## config.mk

```make
export PLATFORM = sky130hd
export DESIGN_NAME = inertial_interface
export DESIGN_NICKNAME = d
export VERILOG_FILES = /design/src/rtl/inertial_interface.sv
export SDC_FILE = /design/constraint.sdc
export NUM_CORES = 1
export LEC_CHECK = 0
export CORE_MARGIN = 2
export CORE_UTILIZATION = 47
export CTS_CLUSTER_DIAMETER = 60
export CTS_CLUSTER_SIZE = 25
export DETAILED_ROUTE_END_ITERATION = 8
export GPL_ROUTABILITY_DRIVEN = 0
export PLACE_DENSITY = 0.76
export SYNTH_ARGS = -nofsm -noshare
export SYNTH_HDL_FRONTEND = slang
export SYNTH_SLANG_ARGS = --single-unit
export TNS_END_PERCENT = 5
```

## constraint.sdc

```tcl
create_clock -name clk -period 2.77 [get_ports clk]
set_input_delay 0.554 -clock clk [delete_from_list [all_inputs] [get_ports clk]]
set_output_delay 0.554 -clock clk [all_outputs]
set_load 0.005 [all_outputs]
```

## src/rtl/inertial_interface.sv

```systemverilog
// Inertial sensor SPI front end: configures the sensor after a power-up settle
// interval, then reads pitch rate and Z acceleration on each data-ready interrupt.
module inertial_interface #(
  parameter int unsigned INIT_WAIT_BITS = 16,
  parameter logic [7:0]  PTCH_L_ADDR    = 8'hA2,
  parameter logic [7:0]  PTCH_H_ADDR    = 8'hA3,
  parameter logic [7:0]  AZ_L_ADDR      = 8'hAC,
  parameter logic [7:0]  AZ_H_ADDR      = 8'hAD
) (
  input  logic        clk,
  input  logic        rst,
  input  logic        INT,
  input  logic        done,
  input  logic [15:0] rd_data,
  output logic        wrt,
  output logic [15:0] cmd,
  output logic        vld,
  output logic [15:0] ptch_rt,
  output logic [15:0] AZ
);

  localparam logic [3:0] INIT_WAIT = 4'd0;
  localparam logic [3:0] CFG1      = 4'd1;
  localparam logic [3:0] CFG2      = 4'd2;
  localparam logic [3:0] CFG3      = 4'd3;
  localparam logic [3:0] CFG4      = 4'd4;
  localparam logic [3:0] WAIT_INT  = 4'd5;
  localparam logic [3:0] RD_PL     = 4'd6;
  localparam logic [3:0] RD_PH     = 4'd7;
  localparam logic [3:0] RD_AZL    = 4'd8;
  localparam logic [3:0] RD_AZH    = 4'd9;

  logic [3:0]                r_state;
  logic [INIT_WAIT_BITS-1:0] r_settle;
  logic                      r_int_ff1;
  logic                      r_int_ff2;
  logic [7:0]                r_ptch_lo;
  logic [7:0]                r_ptch_hi;
  logic [7:0]                r_az_lo;
  logic                      r_wrt;
  logic                      r_vld;
  logic [15:0]               r_cmd;
  logic [15:0]               r_ptch_rt;
  logic [15:0]               r_az;

  logic [3:0]  w_nxt_state;
  logic        w_issue;
  logic [15:0] w_cmd;
  logic        w_load;
  logic        w_unused_rd_hi;

  assign wrt            = r_wrt;
  assign cmd            = r_cmd;
  assign vld            = r_vld;
  assign ptch_rt        = r_ptch_rt;
  assign AZ             = r_az;
  assign w_unused_rd_hi = ^rd_data[15:8];

  always_comb begin
    w_nxt_state = r_state;
    w_issue     = 1'b0;
    w_cmd       = r_cmd;
    w_load      = 1'b0;
    case (r_state)
      INIT_WAIT: if (&r_settle) begin
        w_issue = 1'b1; w_cmd = 16'h0D02; w_nxt_state = CFG1;
      end
      CFG1: if (done) begin
        w_issue = 1'b1; w_cmd = 16'h1053; w_nxt_state = CFG2;
      end
      CFG2: if (done) begin
        w_issue = 1'b1; w_cmd = 16'h1150; w_nxt_state = CFG3;
      end
      CFG3: if (done) begin
        w_issue = 1'b1; w_cmd = 16'h1460; w_nxt_state = CFG4;
      end
      CFG4: if (done) w_nxt_state = WAIT_INT;
      WAIT_INT: if (r_int_ff2) begin
        w_issue = 1'b1; w_cmd = {PTCH_L_ADDR, 8'h00}; w_nxt_state = RD_PL;
      end
      RD_PL: if (done) begin
        w_issue = 1'b1; w_cmd = {PTCH_H_ADDR, 8'h00}; w_nxt_state = RD_PH;
      end
      RD_PH: if (done) begin
        w_issue = 1'b1; w_cmd = {AZ_L_ADDR, 8'h00}; w_nxt_state = RD_AZL;
      end
      RD_AZL: if (done) begin
        w_issue = 1'b1; w_cmd = {AZ_H_ADDR, 8'h00}; w_nxt_state = RD_AZH;
      end
      RD_AZH: if (done) begin
        w_load = 1'b1; w_nxt_state = WAIT_INT;
      end
      default: w_nxt_state = INIT_WAIT;
    endcase
  end

  always_ff @(posedge clk or posedge rst) begin
    if (rst) begin
      r_state   <= INIT_WAIT;
      r_settle  <= '0;
      r_int_ff1 <= 1'b0;
      r_int_ff2 <= 1'b0;
      r_ptch_lo <= '0;
      r_ptch_hi <= '0;
      r_az_lo   <= '0;
      r_wrt     <= 1'b0;
      r_vld     <= 1'b0;
      r_cmd     <= '0;
      r_ptch_rt <= '0;
      r_az      <= '0;
    end else begin
      r_int_ff1 <= INT;
      r_int_ff2 <= r_int_ff1;
      r_state   <= w_nxt_state;
      r_wrt     <= w_issue;
      r_vld     <= w_load;
      r_cmd     <= w_cmd;
      // Settle counter stops at all-ones; it is only consumed once per reset
      if (r_state == INIT_WAIT && !(&r_settle))
        r_settle <= r_settle + {{(INIT_WAIT_BITS-1){1'b0}}, 1'b1};
      if (done && r_state == RD_PL)  r_ptch_lo <= rd_data[7:0];
      if (done && r_state == RD_PH)  r_ptch_hi <= rd_data[7:0];
      if (done && r_state == RD_AZL) r_az_lo   <= rd_data[7:0];
      // Both words update together so consumers never see a half-read sample
      if (w_load) begin
        r_ptch_rt <= {r_ptch_hi, r_ptch_lo};
        r_az      <= {rd_data[7:0], r_az_lo};
      end
    end
  end

endmodule

```

==> key figures <==
Clock network
  • Clk_lat worst skew: 0.36 ns
  • Cts hold-fix bufs: 0
  • Root buffer cell: clkbuf_8
  • Number of gates resized after cts: 0
  • Clock Sink Count: 90
  • Clk buf depth: 2
  • H-tree depth: 3
  • TritonCTS buffer count: 9
  • Clock slew at reported path FFs: 0.09 ns
  • TritonCTS clock tree: done
  • Setup bufs post-CTS: 0

Worst setup path
  • Crit. End Element: flip-flop
  • Nature of the critical path startpoint: flip-flop
  • Worst Setup SP: r_state[1]$_DFFE_PP0P_
  • Req. time, crit path: 3.02 ns
  • WP data arrival: 2.34 ns
  • CP Max Fanout: 18
  • Flop-to-flop setup slack: 0.68 ns
  • Critical path class: flip-flop to flip-flop
  • Crit path to: r_settle[15]$_DFFE_PP0P_
  • Terminus of the critical flop-to-flop path: r_settle[15]$_DFFE_PP0P_
  • Worst r2r path cells: 5
  • Worst r2r src: r_state[1]$_DFFE_PP0P_

Detailed routing
  • Starting DRT DRC Count: 86
  • Post-Route WL: 6590 um
  • Avg WL per Cell: 14.6 um
  • 1st-pass router iterations: 4
  • Vias per cell: 5.19
  • Residual DRC count: 0
  • Vias after detailed routing: 2,337
  • ANT nets after route: 0

Placed design
  • Post-Place Cells: 434
  • IO Port Bufs: 57
  • Placement Setup Slack: 0.308 ns
  • Detail Placement HPWL: 4230 um

Final layout
  • Layout Nets: 364
  • Layout cell share with drive strength beyond 1: 0.261
  • Commonest cells after routing, fill and taps aside: dfrtp_1, mux2_2, clkdlybuf4s50_1, nand2_1, nor2_1
  • Fin cells: 450
  • Most common cell after layout, fill and taps aside: dfrtp_1
  • Fillers: 620
  • Antenna cells: 0
  • P&R area growth vs syn: 23.4%

Power
  • VDD IR max: 0.460 mV
  • PwrDens: 493 nW/um^2
  • Leak: 2.18 nW

STA
  • Slew at the pin closest to its max-slew limit: 0.603 ns
  • Setup TNS Final: 0 ns
  • Slew Viols, Final: 0
  • Setup violations, final: 0
  • RSZ-0062 raised after global routing: no
  • FMAX: 0.479 GHz
  • Worst Hold Slack: 0.377 ns
  • Final WS setup: 0.682 ns
  • Crit path time final: 2.09 ns
  • Clk_skew: 0.0109 ns
  • Final hold viol count: 0
  • Tcrit/Tclk final: 0.754
  • Max_slew headroom: 0.598

Floorplanning
  • Die span in x: 93.3 um
  • Rows: 32
  • Die area: 8700 um^2
  • Starting density of the core: 0.485
  • CORE AREA: 7730 um^2
  • Die Span Y: 93.3 um
  • Top-Level Pins: 70

Logic synthesis
  • Yosys Warn Count: 0
  • Flops & latches, synth: 90
  • Avg Cell Area, Syn: 13.2 um^2
  • Post-synthesis sequential area ratio: 0.601
  • Syn Inst Count: 284
  • Synth Cell Area: 3750 um^2
  • Synth cell types: 42

Global routing
  • Initial antenna violation count: 0
  • Pin count of the biggest net entering global routing: 91
  • Grt total ovfl: 0
  • Global-route wire length before repair: 11,400 um
  • Gr usage total: 0.167
  • Vias in the first global route: 2,384

Worst hold path
  • Worst min path class: flip-flop to flip-flop

Flow run
  • Max-Cap Viols: 0

Run status
  • Status: finished clean
[routing by layer]
| metal | global-route usage | routed length [um] | vias up |
|---|---|---|---|
| li1 | - | - | 1097 |
| met1 | 0.225 | 3060 | 1179 |
| met2 | 0.255 | 3080 | 52 |
| met3 | 0.0564 | 380 | 9 |
| met4 | 0.0588 | 76 | 0 |
| met5 | 0 | 0 | - |
[power by group]
group / switching [W] / internal (W)
clock: 0.000480 / 0.000428
combinational: 0.0000363 / 0.0000186
sequential: 0.00000101 / 0.00131
[area by class of cell]
type                       count  area [um^2]  share of cell area
clock buffer                  10          128              0.0276
tap                          102          128              0.0276
clock inverter                 6         73.8              0.0160
timing repair buffer          62          633               0.137
multi-input combinational    171         1370               0.296
inverter                       9         37.5             0.00812
sequential                    90         2250               0.487
[logic make-up after synthesis]
kind of cell / synth area share
AO/OA/AOI/OAI: 0.0481
XOR/XNOR: 0.0397
adder cells (fa/ha/maj): 0.00601
buffers and inverters: 0.0367
flip-flops: 0.601
multiplexers: 0.186
other: 0.00100
AND/OR/NAND/NOR: 0.0812
[stage by stage]
step / instance area, um^2 / utilization / total power [W]
6_report: 4620 / 0.598 / 0.00228
5_1_grt: 4620 / 0.598 / 0.00236
4_1_cts: 4620 / 0.598 / 0.00230
3_5_place_dp: 4420 / 0.572 / 0.00140
3_3_place_gp: 4420 / 0.572 / 0.00140
2_1_floorplan: 3760 / - / 0.00137
[sequential cells by signal, indices dropped and copies added, names as in the netlist]
name and count:
wrt 1, cmd 10, r_state 4, r_ptch_hi 8
r_settle 16, r_int_ff2 1, r_int_ff1 1, vld 1
ptch_rt 16, r_ptch_lo 8, AZ 16, r_az_lo 8
[worst max-delay path: stages (launching register included)]
cell     delay (ns)
dfrtp_1        0.61
or4_4          0.61
nor4_2         0.29
o21a_2         0.22
nand4_1        0.12
xnor2_1        0.14
[cell usage after synthesis, drive strengths merged]
cell / count / share of area
clkbuf: 3 / 0.0030
nand2: 17 / 0.018
nor2b: 2 / 0.0033
o21a: 1 / 0.0023
conb: 1 / 0.0010
xor2: 5 / 0.012
o22ai: 2 / 0.0033
mux2i: 1 / 0.0027
a31oi: 2 / 0.0033
nand2b: 1 / 0.0017
or2: 1 / 0.0017
a21oi: 8 / 0.011
inv: 9 / 0.0090
a32oi: 1 / 0.0023
a32o: 1 / 0.0027
nor3: 5 / 0.0067
maj3: 1 / 0.0027
o21ai: 5 / 0.0067
and4: 2 / 0.0047
nor4b: 1 / 0.0023
mux2: 61 / 0.18
nor4: 2 / 0.0050
nand4: 4 / 0.0067
ha: 1 / 0.0033
o32ai: 1 / 0.0043
nor2: 14 / 0.014
a31o: 1 / 0.0023
and3b: 1 / 0.0023
dfrtp: 90 / 0.60
a41oi: 1 / 0.0023
o31ai: 2 / 0.0053
xnor2: 12 / 0.028
o31a: 1 / 0.0023
nand3: 9 / 0.012
buf: 14 / 0.025
or4: 1 / 0.0030
[worst min-delay path by stage]
| stage | from | end | slack, ns | cells after the start |
|---|---|---|---|---|
| 2_1_floorplan | r_int_ff1$_DFF_PP0_ | r_int_ff2$_DFF_PP0_ | 0.33 | 0 |
| 3_3_place_gp | r_int_ff1$_DFF_PP0_ | r_int_ff2$_DFF_PP0_ | 0.34 | 0 |
| 3_5_place_dp | r_int_ff1$_DFF_PP0_ | r_int_ff2$_DFF_PP0_ | 0.36 | 0 |
| 4_1_cts | r_int_ff1$_DFF_PP0_ | r_int_ff2$_DFF_PP0_ | 0.38 | 0 |
| 5_1_grt | r_int_ff1$_DFF_PP0_ | r_int_ff2$_DFF_PP0_ | 0.39 | 0 |
| 6_report | r_int_ff1$_DFF_PP0_ | r_int_ff2$_DFF_PP0_ | 0.38 | 0 |
(Power assumes the default switching activity.)
